[config.mk]
export PLATFORM = sky130hd
export DESIGN_NAME = decode_stage
export DESIGN_NICKNAME = d
export VERILOG_FILES = /design/src/rtl/decode_stage.sv
export SDC_FILE = /design/constraint.sdc
export NUM_CORES = 1
export LEC_CHECK = 0
export ABC_AREA = 1
export BUFFER_PORTS_ARGS = -buffer_cell sky130_fd_sc_hd__buf_2
export CAP_MARGIN = 5
export CELL_PAD_IN_SITES_DETAIL_PLACEMENT = 1
export CELL_PAD_IN_SITES_GLOBAL_PLACEMENT = 2
export CORE_MARGIN = 5
export CORE_UTILIZATION = 33
export CTS_BUF_LIST = sky130_fd_sc_hd__clkbuf_4 sky130_fd_sc_hd__clkbuf_8
export DETAILED_ROUTE_END_ITERATION = 6
export PLACE_DENSITY_LB_ADDON = 0.08
export SLEW_MARGIN = 30
export SYNTH_ARGS = -nofsm -noshare
export SYNTH_HDL_FRONTEND = slang
export SYNTH_HIERARCHICAL = 1
export SYNTH_SLANG_ARGS = --single-unit
export TNS_END_PERCENT = 1
[constraint.sdc]
create_clock -name clk -period 1.9 [get_ports clk]
set_clock_uncertainty 0.1 [all_clocks]
set_input_delay 0.19 -clock clk [delete_from_list [all_inputs] [get_ports clk]]
set_output_delay 0.19 -clock clk [all_outputs]
set_load 0.02 [all_outputs]
[src/rtl/decode_stage.sv]
// Instruction decode stage: combinational field split and ALU decode feeding a
// registered output stage backed by a one-deep skid register.

package decode_pkg;
  localparam logic [1:0] ALU_OP__UNSET              = 2'd0;
  localparam logic [1:0] ALU_OP__ADD                = 2'd1;
  localparam logic [1:0] ALU_OP__BRANCH             = 2'd2;
  localparam logic [1:0] ALU_OP__REGISTER_OPERATION = 2'd3;

  localparam logic [3:0] ALU_ADD  = 4'd0;
  localparam logic [3:0] ALU_SUB  = 4'd1;
  localparam logic [3:0] ALU_SLL  = 4'd2;
  localparam logic [3:0] ALU_SLT  = 4'd3;
  localparam logic [3:0] ALU_SLTU = 4'd4;
  localparam logic [3:0] ALU_XOR  = 4'd5;
  localparam logic [3:0] ALU_SRL  = 4'd6;
  localparam logic [3:0] ALU_SRA  = 4'd7;
  localparam logic [3:0] ALU_OR   = 4'd8;
  localparam logic [3:0] ALU_AND  = 4'd9;
  localparam logic [3:0] ALU_NOP  = 4'd15;

  localparam logic [6:0] OP_R      = 7'b0110011;
  localparam logic [6:0] OP_I      = 7'b0010011;
  localparam logic [6:0] OP_LOAD   = 7'b0000011;
  localparam logic [6:0] OP_JALR   = 7'b1100111;
  localparam logic [6:0] OP_S      = 7'b0100011;
  localparam logic [6:0] OP_B      = 7'b1100011;
  localparam logic [6:0] OP_J      = 7'b1101111;
  localparam logic [6:0] OP_AUIPC  = 7'b0010111;
  localparam logic [6:0] OP_LUI    = 7'b0110111;
  localparam logic [6:0] OP_FENCE  = 7'b0001111;
  localparam logic [6:0] OP_SYSTEM = 7'b1110011;
endpackage

module ALUdecoder
  import decode_pkg::*;
(
  input  logic [1:0] alu_op,
  input  logic [2:0] funct3,
  input  logic [6:0] funct7,
  output logic [3:0] alu_control
);
  logic alt;

  // Only the exact 0100000 encoding selects SUB/SRA; anything else is the base op.
  assign alt = (funct7 == 7'b0100000);

  always_comb begin
    alu_control = ALU_NOP;
    case (alu_op)
      ALU_OP__ADD: alu_control = ALU_ADD;
      ALU_OP__BRANCH: begin
        case (funct3[2:1])
          2'b00:   alu_control = ALU_SUB;
          2'b10:   alu_control = ALU_SLT;
          2'b11:   alu_control = ALU_SLTU;
          default: alu_control = ALU_NOP;
        endcase
      end
      ALU_OP__REGISTER_OPERATION: begin
        case (funct3)
          3'b000:  alu_control = alt ? ALU_SUB : ALU_ADD;
          3'b001:  alu_control = ALU_SLL;
          3'b010:  alu_control = ALU_SLT;
          3'b011:  alu_control = ALU_SLTU;
          3'b100:  alu_control = ALU_XOR;
          3'b101:  alu_control = alt ? ALU_SRA : ALU_SRL;
          3'b110:  alu_control = ALU_OR;
          default: alu_control = ALU_AND;
        endcase
      end
      default: alu_control = ALU_NOP;
    endcase
  end
endmodule

// state   | meaning
// S_EMPTY | nothing buffered, out_valid=0
// S_ONE   | OUT holds a bundle, SKID empty
// S_FULL  | OUT and SKID both hold bundles, in_ready=0
module decode_stage
  import decode_pkg::*;
#(
  parameter int XLEN          = 32,
  parameter bit CHECK_ILLEGAL = 1'b1
) (
  input  logic            clk,
  input  logic            reset_n,
  input  logic            flush,
  input  logic            in_valid,
  output logic            in_ready,
  input  logic [31:0]     instr,
  input  logic [XLEN-1:0] pc_in,
  output logic            out_valid,
  input  logic            out_ready,
  output logic [6:0]      opcode,
  output logic [2:0]      funct3,
  output logic [6:0]      funct7,
  output logic [4:0]      rd,
  output logic [4:0]      rs1,
  output logic [4:0]      rs2,
  output logic [XLEN-1:0] imm_ext,
  output logic [3:0]      alu_control,
  output logic [XLEN-1:0] pc_out,
  output logic            illegal
);

  typedef struct packed {
    logic [6:0]      opcode;
    logic [2:0]      funct3;
    logic [6:0]      funct7;
    logic [4:0]      rd;
    logic [4:0]      rs1;
    logic [4:0]      rs2;
    logic [XLEN-1:0] imm_ext;
    logic [3:0]      alu_control;
    logic [XLEN-1:0] pc;
    logic            illegal;
  } bundle_t;

  typedef enum logic [1:0] {S_EMPTY, S_ONE, S_FULL} state_t;

  logic [2:0]  dec_funct3;
  logic [6:0]  dec_funct7;
  logic [4:0]  dec_rd;
  logic [4:0]  dec_rs1;
  logic [4:0]  dec_rs2;
  logic [31:0] dec_imm32;
  logic [1:0]  dec_alu_op;
  logic        dec_bad_op;
  logic        dec_illegal;
  logic [3:0]  dec_alu_control;
  bundle_t     dec;

  state_t  state;
  bundle_t out_q;
  bundle_t skid_q;
  logic    accept;
  logic    xfer;

  always_comb begin
    dec_funct3 = 3'd0;
    dec_funct7 = 7'd0;
    dec_rd     = 5'd0;
    dec_rs1    = 5'd0;
    dec_rs2    = 5'd0;
    dec_imm32  = 32'd0;
    dec_alu_op = ALU_OP__UNSET;
    dec_bad_op = 1'b0;
    case (instr[6:0])
      OP_R: begin
        dec_funct3 = instr[14:12];
        dec_funct7 = instr[31:25];
        dec_rd     = instr[11:7];
        dec_rs1    = instr[19:15];
        dec_rs2    = instr[24:20];
        dec_alu_op = ALU_OP__REGISTER_OPERATION;
      end
      OP_I: begin
        dec_funct3 = instr[14:12];
        // funct7 only matters for shifts; keeps addi with a negative imm from reading as sub
        if (instr[13:12] == 2'b01) dec_funct7 = instr[31:25];
        dec_rd     = instr[11:7];
        dec_rs1    = instr[19:15];
        dec_imm32  = {{20{instr[31]}}, instr[31:20]};
        dec_alu_op = ALU_OP__REGISTER_OPERATION;
      end
      OP_LOAD, OP_JALR: begin
        dec_funct3 = instr[14:12];
        dec_rd     = instr[11:7];
        dec_rs1    = instr[19:15];
        dec_imm32  = {{20{instr[31]}}, instr[31:20]};
        dec_alu_op = ALU_OP__ADD;
      end
      OP_S: begin
        dec_funct3 = instr[14:12];
        dec_rs1    = instr[19:15];
        dec_rs2    = instr[24:20];
        dec_imm32  = {{20{instr[31]}}, instr[31:25], instr[11:7]};
        dec_alu_op = ALU_OP__ADD;
      end
      OP_B: begin
        dec_funct3 = instr[14:12];
        dec_rs1    = instr[19:15];
        dec_rs2    = instr[24:20];
        dec_imm32  = {{19{instr[31]}}, instr[31], instr[7], instr[30:25], instr[11:8], 1'b0};
        dec_alu_op = ALU_OP__BRANCH;
      end
      OP_J: begin
        dec_rd    = instr[11:7];
        dec_imm32 = {{11{instr[31]}}, instr[31], instr[19:12], instr[20], instr[30:21], 1'b0};
      end
      OP_AUIPC, OP_LUI: begin
        dec_rd     = instr[11:7];
        dec_imm32  = {instr[31:12], 12'd0};
        dec_alu_op = ALU_OP__ADD;
      end
      OP_FENCE, OP_SYSTEM: dec_bad_op = 1'b0;
      default: dec_bad_op = 1'b1;
    endcase
  end

  assign dec_illegal = CHECK_ILLEGAL & (dec_bad_op | (instr[1:0] != 2'b11));

  ALUdecoder u_alu_decoder (
    .alu_op      (dec_alu_op),
    .funct3      (dec_funct3),
    .funct7      (dec_funct7),
    .alu_control (dec_alu_control)
  );

  always_comb begin
    dec             = '0;
    dec.opcode      = instr[6:0];
    dec.funct3      = dec_funct3;
    dec.funct7      = dec_funct7;
    dec.rd          = dec_rd;
    dec.rs1         = dec_rs1;
    dec.rs2         = dec_rs2;
    dec.imm_ext     = XLEN'(signed'(dec_imm32));
    dec.alu_control = dec_alu_control;
    dec.pc          = pc_in;
    dec.illegal     = dec_illegal;
  end

  assign accept = in_valid & in_ready;
  assign xfer   = out_valid & out_ready;

  always_ff @(posedge clk or negedge reset_n) begin
    if (!reset_n) begin
      state     <= S_EMPTY;
      out_valid <= 1'b0;
      in_ready  <= 1'b1;
      out_q     <= '0;
      skid_q    <= '0;
    end else if (flush) begin
      state     <= S_EMPTY;
      out_valid <= 1'b0;
      in_ready  <= 1'b1;
    end else begin
      case (state)
        S_EMPTY: begin
          if (accept) begin
            out_q     <= dec;
            out_valid <= 1'b1;
            state     <= S_ONE;
          end
        end
        S_ONE: begin
          if (xfer) begin
            if (accept) begin
              out_q <= dec;
            end else begin
              out_valid <= 1'b0;
              state     <= S_EMPTY;
            end
          end else if (accept) begin
            skid_q   <= dec;
            in_ready <= 1'b0;
            state    <= S_FULL;
          end
        end
        S_FULL: begin
          // in_ready is low here, so no new input can arrive alongside the drain
          if (xfer) begin
            out_q    <= skid_q;
            in_ready <= 1'b1;
            state    <= S_ONE;
          end
        end
        default: begin
          state     <= S_EMPTY;
          out_valid <= 1'b0;
          in_ready  <= 1'b1;
        end
      endcase
    end
  end

  assign opcode      = out_q.opcode;
  assign funct3      = out_q.funct3;
  assign funct7      = out_q.funct7;
  assign rd          = out_q.rd;
  assign rs1         = out_q.rs1;
  assign rs2         = out_q.rs2;
  assign imm_ext     = out_q.imm_ext;
  assign alu_control = out_q.alu_control;
  assign pc_out      = out_q.pc;
  assign illegal     = out_q.illegal;

endmodule

==> results of run 1 <==
## registers in the layout, indices dropped and copies added, names as in the netlist
name and cells:
skid_q 101, imm_ext 32, pc_out 32, funct7 7, opcode 7, rd 5
rs1 5, rs2 5, alu_control 4, funct3 3, state 2, illegal 1
in_ready 1, out_valid 1
## through the flow
| step | TNS [ns] | power [mW] | setup WS [ns] | cells | util, % |
|---|---|---|---|---|---|
| finish | 0 | 17.46 | 0.05021 | 2039 | 45.19 |
| global route | -1.205 | 18.72 | -0.06887 | 2039 | 45.19 |
| global placement | -1.799 | 12.72 | -0.2613 | 1899 | 39.96 |
| CTS | 0 | 17.76 | 0.03187 | 2039 | 45.13 |
| floorplan | 0 | 10.62 | 0.009938 | 1330 | - |
| detailed placement | -2.780 | 12.91 | -0.3196 | 1899 | 39.96 |
## cells by family after synthesis
kind of cell / Yosys count / share of synthesized area [%]
buf+inv: 137 / 6.110
simple gates: 824 / 32.74
xor+xnor: 1 / 0.08748
flops: 206 / 51.49
fa+ha+maj: 3 / 0.3749
compound gates: 159 / 9.197
## worst max path at each step
stage	startpoint	end	slack, ns	cells after the start
floorplan	instr[6]	alu_control[1]$_DFFE_PN0P_	0.01	14
global placement	instr[1]	alu_control[0]$_DFFE_PN0P_	-0.26	20
detailed placement	instr[1]	alu_control[0]$_DFFE_PN0P_	-0.32	19
CTS	state[0]$_DFFE_PN0P_	funct7[4]$_DFFE_PN0P_	0.03	9
global route	state[0]$_DFFE_PN0P_	pc_out[8]$_DFFE_PN0P_	-0.07	9
finish	in_ready$_DFFE_PN1P_	pc_out[13]$_DFFE_PN0P_	0.05	8
## cells in the final DEF (no fill, tap or decap), types with 3 or more instances in the layout
cell / synthesis / routed
a21oi_1: 36 / 36
a31oi_1: 76 / 76
buf_12: 0 / 18
buf_2: 39 / 170
buf_4: 9 / 74
clkbuf_4: 0 / 18
clkbuf_8: 0 / 45
clkinv_1: 5 / 5
clkinv_2: 0 / 4
clkinvlp_4: 0 / 3
dfrtp_1: 205 / 205
dlygate4sd3_1: 0 / 68
ha_1: 3 / 3
inv_1: 39 / 38
inv_2: 10 / 8
nand2_1: 472 / 468
nand2_2: 3 / 4
nand2_4: 0 / 3
nand3_1: 104 / 104
nor2_1: 233 / 227
nor2_2: 1 / 5
nor2_4: 3 / 5
nor3_1: 4 / 3
o21ai_0: 31 / 26
o21ai_1: 5 / 9
o31ai_1: 7 / 7
## layout make-up
type                       count  share of cell area [%]
clock buffer                  63                   5.603
tap                          390                   3.624
clock inverter                 6                  0.4646
timing repair buffer         333                   18.45
inverter                      54                   1.542
sequential                   206                   38.29
multi-input combinational    987                   32.02
## worst min-delay path: cells and delay by family
family | cells | cell delay (ns)
buffers and inverters | 2 | 0.29
AO/OA/AOI/OAI | 1 | 0.07
AND/OR/NAND/NOR | 1 | 0.06
## synth_stat cells (all sizes together) (5+ instances only)
cell	n	area [um^2]
o31ai	7	52.55
a21oi	36	180.2
clkinv	5	18.77
a31oi	76	475.5
buf	55	304.0
nand2	475	1790
dfrtp	205	5130
o21ai	37	188.9
clkbuf	28	105.1
nor2	237	914.6
inv	49	183.9
nor3	5	30.03
nand3	105	530.5
## power breakdown
| part | internal, mW | switching [mW] |
|---|---|---|
| combinational | 2.14 | 3.67 |
| sequential | 6.14 | 0.924 |
| clock | 2.64 | 1.95 |
| total | 10.9 | 6.54 |
## routing by layer
layer | GRT usage, % | vias up
li1 | - | 4846
met1 | 25.82 | 4729
met2 | 34.41 | 205
met3 | 3.118 | 46
met4 | 4.999 | 0
met5 | 0 | -
## timing repair
action	CTS	global route
endpoints found under the hold margin	335	0
hold buffers	69	0
buffers inserted	2	0
gates resized for setup	2	11
setup endpoints to repair	48	62
pin swaps	1	0
==> qor.yml, run 1 <==
die_area_mm2: 0.03393
critPathMaxStageDelay_ns: 0.52
wl_met3_mm: 1.545
synth_edf_count: 0
post-route-min-period_ns: 1.850
crit_family: "buffers and inverters"
clock_sinks: 206
ios: 172
netlist_area_mm2: 0.01001
drc: 0
hold_class: "input pin to register"
ant_nets: 0
die_x_um: 184.2
grt_pass1_vias: 10420
worst_pin_slew_ns: 0.4545
ys_warn_count: 6
cts.root.buffer_cell: "clkbuf_8"
nFillCells: 3737
vias_per_cell: 4.819
async_reset_ff_share_pct: 100.0
rr_startpoint: "in_ready$_DFFE_PN1P_"
wl_met1_mm: 15.04
vias: 9826
placed_area_mm2: 0.01191
slew_headroom_pct: 69.70
grt_max_degree: 63
ys.flop_type: "dfrtp_1"
grt_first_pass_wirelength_mm: 54.72
coreArea_mm2: 0.02980
ys_seq_area_share_pct: 51.49
worstPathMaxFanout: 60
place_hpwl_mm: 22.74
worst_path_max_delay_cell: "dfstp_2"
setup_viol: 0
overflow: 0
register_area_mm2: 0.005156
fp.dieH_um: 184.2
r2r_end: "pc_out[13]$_DFFE_PN0P_"
cp.arrival_ns: 2.20
insertion_delay_ns: 0.53
min_path_cells: 4
synth_cell_type_count: 32
syn_to_final_growth_pct: 34.47
start_util_pct: 33.61
whs_ns: 0.03266
rows: 63
final_nets: 1693
startpoint_type: "register"
diodes: 0
regToRegSetupSlack_ns: 0.05
timing.critical_path.buf_inv: 3
port_buffers: 171
detail_route.wl_per_cell_um: 16.46
hp-start: "instr[6]"
layout-drive-gt1-share_pct: 22.38
routed.top_layer: "met4"
multi_input_area_mm2: 0.004312
p_leak_nw: 7.137
maxCapViolations: 0
avgSynthCellArea_um2: 7.529
status: "finished, final reports clean"
cts_max_path_buffers: 3
vdd_drop_max_uv: 499.9
required_ns: 2.25
cts.reportedPaths.clkPinSlew_ns: 0.06
path_cells: "nand2_1, buf_4, o21ai_2, nand2_4, clkinv_2, buf_12, nor2_1, a31oi_1"
synth_fp_nets: 1402
tritoncts: "done"
antenna_found_initial: 0
hold_viol: 0
hold_end: "opcode[6]$_DFFE_PN0P_"
clock.fmax_ghz: 0.5406
drt-total-wl_mm: 33.56
critPathKind: "register to register"
yosys_register_bits: 206
grt_util_all_layers_pct: 19.79
fin_crit_sh_pct: 97.36
dr.pass1.iters: 4
maxSlewViolCount: 0
drt_iter0_drc: 409
syn_inst: 1330
power_density_mw_per_mm2: 1297
r2r_cells: 8
rsz0062_at_grt: "yes"
wl_met2_mm: 16.25
routabilityCongestion: 0.8614
cts-buffers-inserted: 39
fin_area_mm2: 0.01347
end_kind: "register"
htreeDepth: 2
(Power assumes the default switching activity.)
==> inputs of run 2 (changes only) <==
CORE_UTILIZATION = 34   (was 33)
SYNTH_HIERARCHICAL = unset   (was 1)
==> qor.yml, run 2 <==
tritoncts: "done"
antenna_found_initial: 0
final_util_pct: 46.75
fp.dieH_um: 176.7
synth_top_family_by_area: "simple AND/OR/NAND/NOR gates"
vias: 8847
maxSlewViolCount: 0
fin_total_pwr_mw: 17.88
ys_seq_area_share_pct: 54.56
die_area_mm2: 0.03123
synth_fp_nets: 1218
ys_top_cells_by_count: "nand2_1, dfrtp_1, nor2_1"
rows: 61
power_density_mw_per_mm2: 1384
cts_max_path_buffers: 3
die_x_um: 176.7
final_nets: 1502
largest_register: "skid_q"
vdd_drop_max_uv: 704.4
overflow: 0
synth_compound_area_share_pct: 14.59
rsz0062_at_grt: "yes"
swShare_pct: 38.20
nFillCells: 3390
cts.root.buffer_cell: "clkbuf_8"
start_util_pct: 34.20
drt-total-wl_mm: 32.60
violations: "negative hold slack"
synth.most_common_cell: "nand2_1"
mostFrequentLayoutCells: "nand2_1, dfrtp_1, buf_2"
ys.flop_type: "dfrtp_1"
grt_first_pass_wirelength_mm: 50.78
critPathKind: "register to register"
post-route-min-period_ns: 1.863
status: "finished with violations"
place_hpwl_mm: 21.03
grt_max_degree: 76
worstPathMaxFanout: 31
cts-buffers-inserted: 39
routabilityCongestion: 0.8216
diodes: 0
ys_warn_count: 0
htreeDepth: 2
p_seq_share_pct: 39.3
insertion_delay_ns: 0.54
largest_reg_flops: 101
detail_route.wl_per_cell_um: 17.75
p_leak_nw: 6.387
drc: 0
fin_crit_sh_pct: 98.06
yosysTopAreaCell: "dfrtp_1"
vias_per_cell: 4.819
netlist.area_leader.share_pct: 54.28
netlist_area_mm2: 0.009450
maxCapViolations: 0
min_path_cells: 4
synth_xor_xnor_area_share_pct: 0
ant_nets: 0
slew_headroom_pct: 74.06
worst_pin_slew_ns: 0.3850
coreArea_mm2: 0.02763
required_ns: 2.21
power_switching_mw: 6.832
end_kind: "register"
synthSimpleGateAreaFrac_pct: 24.86
p_int_mw: 11.05
clock.fmax_ghz: 0.5367
cp.arrival_ns: 2.17
grt_pass1_vias: 9294
hold_viol: 1
cts.reportedPaths.clkPinSlew_ns: 0.07
avgSynthCellArea_um2: 8.239
grt_util_all_layers_pct: 20.15
port_buffers: 171
synthMuxAreaShare_pct: 0
ios: 172
r2r_cells: 8
dr.pass1.iters: 4
p_clk_share_pct: 25.8
combPwrFrac_pct: 34.9
startpoint_type: "register"
synth_edf_count: 0
clock_sinks: 206
whs_ns: -0.0001236
async_reset_ff_share_pct: 100.0
yosys_register_bits: 206
hold_class: "input pin to register"
setup_viol: 0
drt_iter0_drc: 396
place_inst: 1691
synth-adder-area-share_pct: 0.2648
synth_cell_type_count: 33
final_common_cell: "nand2_1"
syn_inst: 1147
layout-drive-gt1-share_pct: 25.58
syn_to_final_growth_pct: 36.67
ys_top_cells_by_area: "dfrtp_1, nand2_1, a21oi_1, nor2_1, o21ai_0"
fin_cells: 1836
[run 2: power by group through the flow]
stage / combinational [mW] / clock, mW / sequential [mW]
after floorplan: 2.41 / 0 / 8.25
after global placement: 5.99 / 0 / 7.05
after detailed placement: 6.09 / 0 / 7.10
after CTS: 6.24 / 4.77 / 7.04
after global routing: 6.91 / 4.97 / 7.24
final: 6.25 / 4.62 / 7.02
[run 2: worst paths after layout]
kind	endpoint	slack (ns)	start
max	skid_q[35]$_DFFE_PN0P_	0.04	in_ready$_DFFE_PN1P_
max reg2reg	skid_q[35]$_DFFE_PN0P_	0.04	in_ready$_DFFE_PN1P_
min	state[1]$_DFFE_PN0P_	-0.0001	flush
min reg2reg	skid_q[5]$_DFFE_PN0P_	0.37	skid_q[5]$_DFFE_PN0P_
min in group asynchronous	pc_out[27]$_DFFE_PN0P_	0.03	reset_n
max in group asynchronous	skid_q[69]$_DFFE_PN0P_	1.00	reset_n
[run 2: kinds of logic (layout without fill, tap and decap cells)]
| family | count (synthesis) | after routing |
|---|---|---|
| flip-flops | 206 | 206 |
| adder cells (fa/ha/maj) | 2 | 2 |
| buffers and inverters | 124 | 435 |
| AO/OA/AOI/OAI | 247 | 247 |
| AND/OR/NAND/NOR | 568 | 568 |
[run 2: final cells by class]
class | instances | area [um^2] | share of cell area, %
clock buffers | 65 | 807.0 | 6.248
flip-flops and latches | 206 | 5156 | 39.92
well taps | 378 | 473.0 | 3.662
inverters | 56 | 217.7 | 1.686
multi-input cells | 817 | 3852 | 29.83
clock inverters | 3 | 21.27 | 0.1647
repair buffers | 311 | 2389 | 18.49
[run 2: timing repair]
action	CTS	global route
cloned	0	3
pin swaps	0	8
endpoints found under the hold margin	361	0
endpoints found under the setup margin	9	192
hold buffers	71	0
buffers inserted	0	5
resized for setup	2	32
[run 2: critical path, cell delays in order, from the launching register on]
cell and delay, ns:
dfstp_2 0.54, nand2_1 0.08, buf_4 0.15, inv_1 0.07
nand2_2 0.10, nor2_4 0.18, buf_4 0.16, clkbuf_16 0.22
a31oi_1 0.11
[run 2: stage by stage]
step | instance area (um^2) | setup TNS, ns | setup slack [ns]
3_3_place_gp | 11170 | 0 | 0.008766
4_1_cts | 12720 | -0.02482 | -0.01390
2_1_floorplan | 9450 | 0 | 0.1764
3_5_place_dp | 11170 | -0.08872 | -0.03697
6_report | 12920 | 0 | 0.03693
5_1_grt | 12920 | -0.5732 | -0.05598
[run 2: routing by layer]
metal / vias to the layer above / GRT usage [%] / wire, um
met5: - / 0 / 0
met4: 0 / 4.481 / 597
met3: 45 / 3.824 / 1407
met2: 174 / 33.27 / 15170
met1: 4321 / 27.71 / 15420
li1: 4307 / - / -
==> inputs of run 3 (changes only) <==
clock period = 2.05 ns   (was 1.9 ns; I/O delays follow)
==> qor.yml, run 3 (synthesis results as in run 2) <==
r2r_cells: 8
fin_crit_sh_pct: 93.97
worstPathMaxFanout: 6
r2r_end: "imm_ext[23]$_DFFE_PN0P_"
layout-drive-gt1-share_pct: 23.35
place_inst: 1664
port_buffers: 171
required_ns: 2.37
maxCapViolations: 0
syn_to_final_growth_pct: 32.24
largest_reg_flops: 101
fp.dieH_um: 176.7
cp-endpoint: "alu_control[0]$_DFFE_PN0P_"
cts-buffers-inserted: 40
routed.top_layer: "met4"
final_common_cell: "nand2_1"
vdd_drop_max_uv: 562.0
grt_pass1_vias: 9328
slew_headroom_pct: 60.73
grt_max_degree: 81
setup_viol: 0
regToRegSetupSlack_ns: 0.16
crit_top_cell: "nand2_1"
dr.pass1.iters: 5
end_kind: "register"
timing.critical_path.buf_inv: 3
cts.reportedPaths.clkPinSlew_ns: 0.06
detail_route.wl_per_cell_um: 17.37
drt_iter0_drc: 384
wl_met3_mm: 1.436
cts.root.buffer_cell: "clkbuf_8"
fin_total_pwr_mw: 16.52
mostFrequentLayoutCells: "nand2_1, dfrtp_1, buf_2"
die_area_mm2: 0.03123
worst_path_max_delay_cell: "dlygate4sd3_1"
tns_ns: 0
vias_per_cell: 4.812
largest_register: "skid_q"
post-route-min-period_ns: 1.926
clock.fmax_ghz: 0.5191
hp-start: "in_valid"
drt-total-wl_mm: 31.36
critPathKind: "input pin to register"
startpoint_type: "input pin"
grt_first_pass_wirelength_mm: 50.72
drc: 0
worst_pin_slew_ns: 0.5891
die_x_um: 176.7
overflow: 0
cp.depth: 15
crit_start: "instr[2]"
p_leak_nw: 6.182
critPathMaxStageDelay_ns: 0.55
antenna_found_initial: 1
rsz0062_at_grt: "no"
cts_max_path_buffers: 3
status: "finished, final reports clean"
htreeDepth: 2
place_hpwl_mm: 21.00
wl_met1_mm: 14.73
routabilityCongestion: 0.8313
crit_family: "simple AND/OR/NAND/NOR gates"
maxSlewViolCount: 0
ant_nets: 0
wl_met2_mm: 14.56
fin_cells: 1805
start_util_pct: 34.20
rows: 61
hold_class: "input pin to register"
whs_ns: 0.09422
clock_sinks: 206
cp.arrival_ns: 2.25
rr_startpoint: "state[0]$_DFFE_PN0P_"
vias: 8685
final_nets: 1467
grt_util_all_layers_pct: 20.12
insertion_delay_ns: 0.54
ios: 172
power_density_mw_per_mm2: 1322
path_cells: "dlygate4sd3_1, buf_2, nor2_2, nand2_4, a21oi_4, nor2_2, nor2_4, ha_1, nand2_1, nand2_1, nand2_1, inv_1, nand3_1, nand2_1, nand2_1"
hold_viol: 0
tritoncts: "done"
coreArea_mm2: 0.02763
run 3: worst min-delay path, stage by stage:
cell     delay [ns]
buf_2          0.09
nand2_1        0.10
inv_1          0.07
nand2_2        0.12
a21oi_1        0.08
run 3: power breakdown:
group,internal (mW),switching (mW),total (mW),leakage [nW]
clock network,2.63,1.81,4.44,0.464
registers,5.66,0.874,6.54,2.55
logic,1.95,3.60,5.55,3.17
total,10.2,6.28,16.5,6.18
run 3: worst min path at each step:
stage	to	slack [ns]	depth (start not counted)
2_1_floorplan	alu_control[0]$_DFFE_PN0P_	-0.19	0
3_3_place_gp	pc_out[30]$_DFFE_PN0P_	0.11	1
3_5_place_dp	pc_out[30]$_DFFE_PN0P_	0.12	1
4_1_cts	state[0]$_DFFE_PN0P_	0.07	5
5_1_grt	state[1]$_DFFE_PN0P_	0.11	5
6_report	state[1]$_DFFE_PN0P_	0.09	5
run 3: cell type report:
type                            count  area [um^2]
Tap cell                          378        473.0
Clock buffer                       67        815.8
Antenna cell                        1        2.502
Multi-Input combinational cell    817         3796
Inverter                           56        216.5
Fill cell                        3335        15130
Sequential cell                   206         5157
Clock inverter                      5        56.30
Timing Repair Buffer              275         1979
run 3: metrics by stage:
step           utilization [%]  setup WS (ns)  cell area [um^2]
2_1_floorplan                -         0.3205              9450
6_report                 45.23         0.1236             12500
4_1_cts                  45.05        0.04137             12450
3_3_place_gp             39.47        0.09174             10910
3_5_place_dp             39.47        0.04136             10910
5_1_grt                  45.23       0.004325             12500
run 3: routing by layer:
metal,vias to the layer above,GRT usage [%]
met5,-,0
met3,41,3.739
met1,4213,27.14
li1,4243,-
met4,0,5.029
met2,188,33.61
run 3: repair_timing:
action | CTS | global route
hold endpoints to repair | 226 | 0
hold buffers | 67 | 0
buffers inserted | 0 | 1
endpoints found under the setup margin | 0 | 98
resized for setup | 0 | 13
